--- config.mk ---
export PLATFORM = sky130hd
export DESIGN_NAME = ibex_rf_write_sched
export DESIGN_NICKNAME = d
export VERILOG_FILES = /design/src/rtl/ibex_rf_write_sched_pkg.sv /design/src/rtl/ibex_rf_onehot_dec.sv /design/src/rtl/ibex_rf_write_sched.sv
export SDC_FILE = /design/constraint.sdc
export NUM_CORES = 1
export LEC_CHECK = 0
export ABC_AREA = 1
export CAP_MARGIN = 20
export CORE_MARGIN = 3
export CORE_UTILIZATION = 42
export CTS_BUF_LIST = sky130_fd_sc_hd__clkbuf_16
export DETAILED_ROUTE_END_ITERATION = 10
export PLACE_DENSITY = 0.86
export SLEW_MARGIN = 25
export SYNTH_ARGS = -nofsm -noshare
export SYNTH_HDL_FRONTEND = slang
export SYNTH_HIERARCHICAL = 1
export SYNTH_SLANG_ARGS = --single-unit
--- constraint.sdc ---
create_clock -name clk_i -period 4.55 [get_ports clk_i]
set_input_delay 0.455 -clock clk_i [delete_from_list [all_inputs] [get_ports clk_i]]
set_output_delay 0.455 -clock clk_i [all_outputs]
set_load 0.005 [all_outputs]
--- src/rtl/ibex_rf_write_sched_pkg.sv ---
// Shared definitions for the register-file write scheduler: the wipe FSM
// states and the register-count constants.
package ibex_rf_write_sched_pkg;

  typedef enum logic [1:0] {
    IDLE = 2'd0,
    WIPE = 2'd1,
    DONE = 2'd2
  } wipe_state_e;

  localparam int unsigned NumWordsRv32i = 32;
  localparam int unsigned NumWordsRv32e = 16;

  // Address and valid of the write to be registered onto the write port.
  typedef struct packed {
    logic       vld;
    logic [4:0] addr;
  } wr_req_t;

  function automatic int unsigned num_words(bit rv32e);
    return rv32e ? NumWordsRv32e : NumWordsRv32i;
  endfunction

endpackage

--- src/rtl/ibex_rf_onehot_dec.sv ---
// One-hot write-enable decode. x0 and registers beyond the implemented count
// can never be enabled.
module ibex_rf_onehot_dec #(
  parameter int unsigned NumWords = 32
) (
  input  logic [4:0]  addr_i,
  input  logic        en_i,
  output logic [31:0] onehot_o
);

  for (genvar i = 0; i < 32; i++) begin : g_bit
    if (i == 0 || i >= NumWords) begin : g_zero
      assign onehot_o[i] = 1'b0;
    end else begin : g_dec
      assign onehot_o[i] = en_i & (addr_i == 5'(i));
    end
  end

endmodule

--- src/rtl/ibex_rf_write_sched.sv ---
// Register-file write scheduler: round-robin between EX and LSU writeback,
// plus a wipe sequence that zeroes x1..xN-1 through the same write path.
module ibex_rf_write_sched
  import ibex_rf_write_sched_pkg::*;
#(
  parameter bit          RV32E     = 1'b0,
  parameter int unsigned DataWidth = 32
) (
  input  logic                 clk_i,
  input  logic                 rst_i,
  input  logic                 ex_req_i,
  input  logic [4:0]           ex_addr_i,
  input  logic [DataWidth-1:0] ex_wdata_i,
  output logic                 ex_gnt_o,
  input  logic                 lsu_req_i,
  input  logic [4:0]           lsu_addr_i,
  input  logic [DataWidth-1:0] lsu_wdata_i,
  output logic                 lsu_gnt_o,
  input  logic                 wipe_req_i,
  output logic                 wipe_busy_o,
  output logic                 wipe_done_o,
  output logic [4:0]           waddr_a_o,
  output logic [DataWidth-1:0] wdata_a_o,
  output logic                 we_a_o,
  output logic [31:0]          write_enable_secure_o
);

  localparam int unsigned NumWords = num_words(RV32E);
  localparam logic [4:0]  LastAddr = 5'(NumWords - 1);

  wipe_state_e          state_q, state_d;
  logic [4:0]           cnt_q, cnt_d;
  logic                 last_grant_q, last_grant_d;  // 1: LSU served last
  wr_req_t              wr;
  logic [4:0]           wr_addr;
  logic [DataWidth-1:0] wr_data;
  logic [4:0]           waddr_q;
  logic [DataWidth-1:0] wdata_q;
  logic                 we_q;
  logic                 done_q;

  always_comb begin
    state_d      = state_q;
    cnt_d        = cnt_q;
    last_grant_d = last_grant_q;
    ex_gnt_o     = 1'b0;
    lsu_gnt_o    = 1'b0;
    wr           = '0;
    wr_data      = '0;
    unique case (state_q)
      IDLE: begin
        if (wipe_req_i) begin
          cnt_d   = 5'd1;
          state_d = WIPE;
        end else if (lsu_req_i && (!ex_req_i || !last_grant_q)) begin
          lsu_gnt_o    = 1'b1;
          wr           = '{vld: 1'b1, addr: lsu_addr_i};
          wr_data      = lsu_wdata_i;
          last_grant_d = 1'b1;
        end else if (ex_req_i) begin
          ex_gnt_o     = 1'b1;
          wr           = '{vld: 1'b1, addr: ex_addr_i};
          wr_data      = ex_wdata_i;
          last_grant_d = 1'b0;
        end
      end
      WIPE: begin
        wr = '{vld: 1'b1, addr: cnt_q};
        if (cnt_q == LastAddr) state_d = DONE;
        else                   cnt_d   = cnt_q + 5'd1;
      end
      DONE: begin
        cnt_d   = '0;
        state_d = IDLE;
      end
      default: state_d = IDLE;
    endcase
  end

  // RV32E has only 16 registers, so bit 4 is dropped before decode.
  assign wr_addr = RV32E ? {1'b0, wr.addr[3:0]} : wr.addr;

  always_ff @(posedge clk_i) begin
    if (rst_i) begin
      state_q      <= IDLE;
      cnt_q        <= '0;
      last_grant_q <= 1'b0;
      waddr_q      <= '0;
      wdata_q      <= '0;
      we_q         <= 1'b0;
      done_q       <= 1'b0;
    end else begin
      state_q      <= state_d;
      cnt_q        <= cnt_d;
      last_grant_q <= last_grant_d;
      if (wr.vld) begin
        waddr_q <= wr_addr;
        wdata_q <= wr_data;
      end
      we_q   <= wr.vld && (wr_addr != 5'd0);
      done_q <= (state_d == DONE);
    end
  end

  assign waddr_a_o   = waddr_q;
  assign wdata_a_o   = wdata_q;
  assign we_a_o      = we_q;
  assign wipe_done_o = done_q;
  assign wipe_busy_o = (state_q != IDLE);

  ibex_rf_onehot_dec #(.NumWords(NumWords)) u_dec (
    .addr_i   (waddr_q),
    .en_i     (we_q),
    .onehot_o (write_enable_secure_o)
  );

endmodule

Yosys cells after proc, flatten, opt, wreduce, memory -nomap -nowiden

Index checks and enable logic that the tools add are counted.

Bits in registers: 47
Bits of input ports: 79

Equal/unequal tests: 37
Bitwise gates (word level): 32
Reduce and logical (&&, ||, !) cells: 12
Add/subtract/negate cells: 1
Multiplexer cells: 23

Operators by type and width:

| cell                | number |
|---|---|
| $mux 32             | 4 |
| $eq 5x5->1 const B  | 17 |
| $eq 5x4->1 const B  | 8 |
| $and 1x1->1         | 31 |
| $eq 5x3->1 const B  | 4 |
| $mux 6              | 3 |
| $pmux 5 s3          | 1 |
| $pmux 6 s2          | 1 |
| $eq 5x2->1 const B  | 2 |
| $mux 5              | 2 |
| $mux 1              | 9 |
| $reduce_and 3->1    | 2 |
| $add 5x1->5 const B | 1 |
| $eq 5x1->1 const B  | 1 |
| $reduce_bool 5->1   | 1 |
| $eq 2x2->1 const B  | 2 |
| $mux 2              | 2 |
| $ne 2x2->1 const B  | 2 |
| $pmux 2 s2          | 1 |
| $reduce_bool 2->1   | 2 |
| $reduce_bool 3->1   | 1 |
| $eq 2x1->1 const B  | 1 |
| $logic_and 1x1->1   | 2 |
| $logic_not 1->1     | 2 |
| 3 further kinds     | 3 |

Longest topological paths before layout

Depth after elaboration: 8
Gate-level depth with buffers: 12
Gate-level depth less buffers: 12

Cells and area by module

The synthesis kept the hierarchy.

By module, submodules not included:

| module              | seq. area each (um^2) | cells each | instances | area each (um^2) |
|---|---|---|---|---|
| ibex_rf_write_sched | 940.9                 | 382        | 1         | 2484.9 |
| ibex_rf_onehot_dec  | 0.0                   | 68         | 1         | 280.3 |

Least setup slack after synthesis

No wires, ideal clock.

Path kind: register to register
From: register cnt_q[0]
To: register cnt_q[3]
Data arrival time: 1475 ps
Cell stages (with the launch flop): 13
Path slack: 2997 ps
Data required time: 4472 ps
Buffers on the path: 0
Clock period less this slack: 1553 ps
Setup time: 78 ps
Cell sequence: dfxtp_1 ha_1 nand2_1 nor2_1 ha_1 nand2_1 inv_1 nor2_1 nand2_1 inv_1 nand2_1 nand2_1 nor3_1

Word-level cells in the longest chain between the ends: 3

RTL lines:

| element                                               | line                                                 | source |
|---|---|---|
| from (decl)                                           | ibex_rf_write_sched.sv:32                            | `logic [4:0] cnt_q, cnt_d;` |
| from (signal assigned)                                | ibex_rf_write_sched.sv:94                            | `cnt_q <= cnt_d;` |
| $add 5x1->5 / $eq 5x5->1 (equally long branches)      | ibex_rf_write_sched.sv:70, ibex_rf_write_sched.sv:69 |  |
| $mux 5 / $ne 2x2->1 (equally long branches)           | -                                                    |  |
| $pmux 5 s3 / $reduce_and 3->1 (equally long branches) | -                                                    |  |

Parallel ways exist; a longest one is shown, timed or not. The select of a mux whose other input is x is not followed.
A chain may end at the register's enable or synchronous reset.

Worst setup path after layout

From: input port ex_req_i
To: output port ex_gnt_o

Word-level cells in the longest chain between the ends: 6

RTL lines:

| element           | line                      | source |
|---|---|---|
| from (decl)       | ibex_rf_write_sched.sv:11 | `input logic ex_req_i,` |
| $logic_not 1->1   | ibex_rf_write_sched.sv:55 | `end else if (lsu_req_i && (!ex_req_i \|\| !last_grant_q)) begin` |
| $logic_or 1x1->1  | ibex_rf_write_sched.sv:55 |  |
| $logic_and 1x1->1 | ibex_rf_write_sched.sv:55 |  |
| $mux 1 *          | ibex_rf_write_sched.sv:55 |  |
| $mux 1 *          | ibex_rf_write_sched.sv:52 | `if (wipe_req_i) begin` |
| $mux 1 *          | ibex_rf_write_sched.sv:50 | `unique case (state_q)` |
| to (decl)         | ibex_rf_write_sched.sv:14 | `output logic ex_gnt_o,` |

Every way passes the cells marked *; elsewhere a longest branch is shown, timed or not.

==> flow_metrics.tcl <==
set metrics [dict create \
    critPathMaxFanout 40 \
    hold_viol 0 \
    critPathRequiredTime_ps 4090 \
    drive_gt1_share_pct 3.767 \
    via_per_inst 5.032 \
    setup_viol 0 \
    cp-start-kind "input pin" \
    holdPathEnd "wdata_a_o[5]" \
    grt_pass1_wl_um 13640 \
    clock_sinks 47 \
    drv_slew 0 \
    power_density_nw_per_um2 243.5 \
    port_buffers 151 \
    cts_hold_buf 0 \
    holdCritStartpoint "wdata_a_o[5]" \
    fmaxAchievable_mhz 314.8 \
    cp_slowest_cell "clkdlybuf4s50_1" \
    min-delay-path-class "flop to flop" \
    layout_common_cells "clkdlybuf4s50_1, nand2_1, nand3_1" \
    post_drt_wl_per_cell_um 13.27 \
    synth_largest_area_cell "dfxtp_1" \
    final.setup_skew_ps 5.949 \
    initial_utilization_pct 45.10 \
    grt_start_max_net_pins 41 \
    yosysTopAreaCellShare_pct 34.03 \
    placedCellCount 651 \
    yosys_warnings 6 \
    fin_nets 667 \
    n_antenna_cell 0 \
    synthTopCellsByArea "dfxtp_1, nand2_1, nand3_1, nor2_1, a21oi_1" \
    rows 28 \
    ant_nets 0 \
    r2r_end "wdata_a_o[13]" \
    clock_path_buffers 2 \
    vias 3316 \
    clk_pin_slew_ps 60 \
    clk-insertion-delay-late_ps 280 \
    peakVddDrop_uv 162.0 \
    root_buffer "clkbuf_16" \
    fin_crit_ps 3177 \
    grt_pass1_vias 3131 \
    place.gp.congestion 0.8775 \
    synth_seq_area_share_pct 34.03 \
    final_common_cell "clkdlybuf4s50_1" \
    postSynthAreaPerCell_um2 6.145 \
    core_area_um2 6131 \
    cp_top_family "buffers and inverters" \
    grtUsageTotal_pct 22.08 \
    antenna_found_initial 0 \
    cp-end-kind "output port" \
    power.leakage_nw 1.778 \
    slowest_delay_ps 510 \
    drt_wl_total_um 8743 \
    final_cells 659 \
    dpl.hpwl_um 6555 \
    worstPathArrival_ps 2720 \
    dieArea_um2 7593 \
    syn_area_um2 2765 \
    syn_inst 450 \
    max_slew_margin_pct 48.83 \
    fp.dieW_um 87.14 \
    cts_resized 0 \
    min_path_cells 2 \
    drt_iter0_markers 161 \
    timing.max_cap.violations 0 \
    rrSetupSlack_ps 2230 \
    cts_max_level 2 \
    grt_overflow 0 \
    path_buf_inv 3 \
    crit_chain "clkdlybuf4s50_1 > buf_4 > nand2_2 > nand2_1 > nand2_1 > nor2_1 > clkdlybuf4s50_1" \
    synth_cell_types 26 \
    dr.pass1.iters 4 \
    numCtsBuffers 5 \
    cts_setup_buffers 0 \
    worstReg2RegStart "state_q[0]" \
    worstMarginPinSlew_ps 765.2 \
    die_h_um 87.14 \
    fin_crit_sh_pct 69.82 \
    ios 153 \
    route.detailed.drc 0 \
    rsz0062_at_grt "no" \
    yosys_register_bits 47 \
    tns_ps 0 \
    status "complete, no violations" \
    path_class "input pin to output port" \
    area_growth_pct 58.33 \
    cts_tree "done" \
    synth_fp_nets 534 \
    holdWs_ps 463.8 \
    reg2reg_depth 10 \
    n_fill_cell 525 \
]
## worst register-to-register path: cells and delay by family (launching register included)
kind                     cells  cell delay (ps)
AND/OR/NAND/NOR              4             1040
buffers and inverters        3              400
flip-flops                   1              350
AO/OA/AOI/OAI                2              270
adder cells (fa/ha/maj)      1              190
## area by class of cell
| cell class | count | area [um2] | area share, % |
|---|---|---|---|
| inverters | 31 | 116.4 | 2.658 |
| well taps | 75 | 93.84 | 2.143 |
| clock inverters | 3 | 20.02 | 0.4573 |
| multi-input cells | 343 | 1540 | 35.18 |
| clock buffers | 5 | 125.1 | 2.858 |
| repair buffers | 155 | 1541 | 35.21 |
| flip-flops and latches | 47 | 940.9 | 21.49 |
## logic make-up (layout without fill, tap and decap cells)
| group | after synthesis | count (layout) | synth area share [%] |
|---|---|---|---|
| buffers and inverters | 60 | 194 | 10.27 |
| AOI/OAI and AO/OA | 46 | 46 | 8.643 |
| adders and majority gates | 5 | 5 | 2.262 |
| DFF | 47 | 47 | 34.03 |
| other | 1 | 1 | 0.1356 |
| and+or+nand+nor | 291 | 291 | 44.66 |
## metrics by stage
step                      area [um2]  util, %   power, W  worst slack, ps
after global placement          4233    69.04  0.0007136             1428
after CTS                       4378    71.41   0.001071             1398
after floorplan                 2765        -  0.0005926             2997
after global routing            4378    71.41   0.001121             1220
after detailed placement        4233    69.04  0.0007195             1404
final                           4378    71.41   0.001066             1373
## sequential cells by signal, indices dropped and copies added, names as in the netlist
signal        flops
waddr_a_o         5
we_a_o            1
last_grant_q      1
cnt_q             5
state_q           2
wdata_a_o        32
wipe_done_o       1
## cell usage after synthesis
master,n
a211oi_1,1
a21oi_1,36
buf_1,2
buf_2,8
buf_4,5
buf_6,4
clkbuf_1,10
conb_1,1
dfxtp_1,47
ha_1,5
inv_1,29
inv_2,2
nand2_1,149
nand2_2,1
nand2_4,1
nand3_1,73
nand3b_1,2
nand4_1,1
nor2_1,54
nor2_2,4
nor2_4,2
nor3_1,3
nor4_1,1
o21ai_0,7
o21ai_2,1
o31ai_1,1
## routing by layer
layer	track usage, %	part of all wire [%]	routed length (um)	up-vias
met5	0	0	0	-
met4	5.718	1.4	125	0
met3	7.474	10	885	12
met2	41.13	50	4363	144
met1	23.65	39	3369	1465
li1	-	-	-	1695
## worst max-delay path by stage
stage | slack (ps) | from | end | depth (start not counted)
finish | 1370 | ex_req_i | ex_gnt_o | 7
global route | 1220 | ex_req_i | ex_gnt_o | 7
CTS | 1400 | ex_req_i | ex_gnt_o | 7
detailed placement | 1400 | ex_req_i | ex_gnt_o | 7
global placement | 1430 | ex_req_i | ex_gnt_o | 7
floorplan | 3000 | cnt_q[0] | cnt_q[3] | 12
## where the power goes
group,switching [W],internal (W)
sequential,0.0000146,0.000430
combinational,0.000133,0.000133
clock,0.000153,0.000202
No activity file was read; power rests on OpenSTA's default activity.
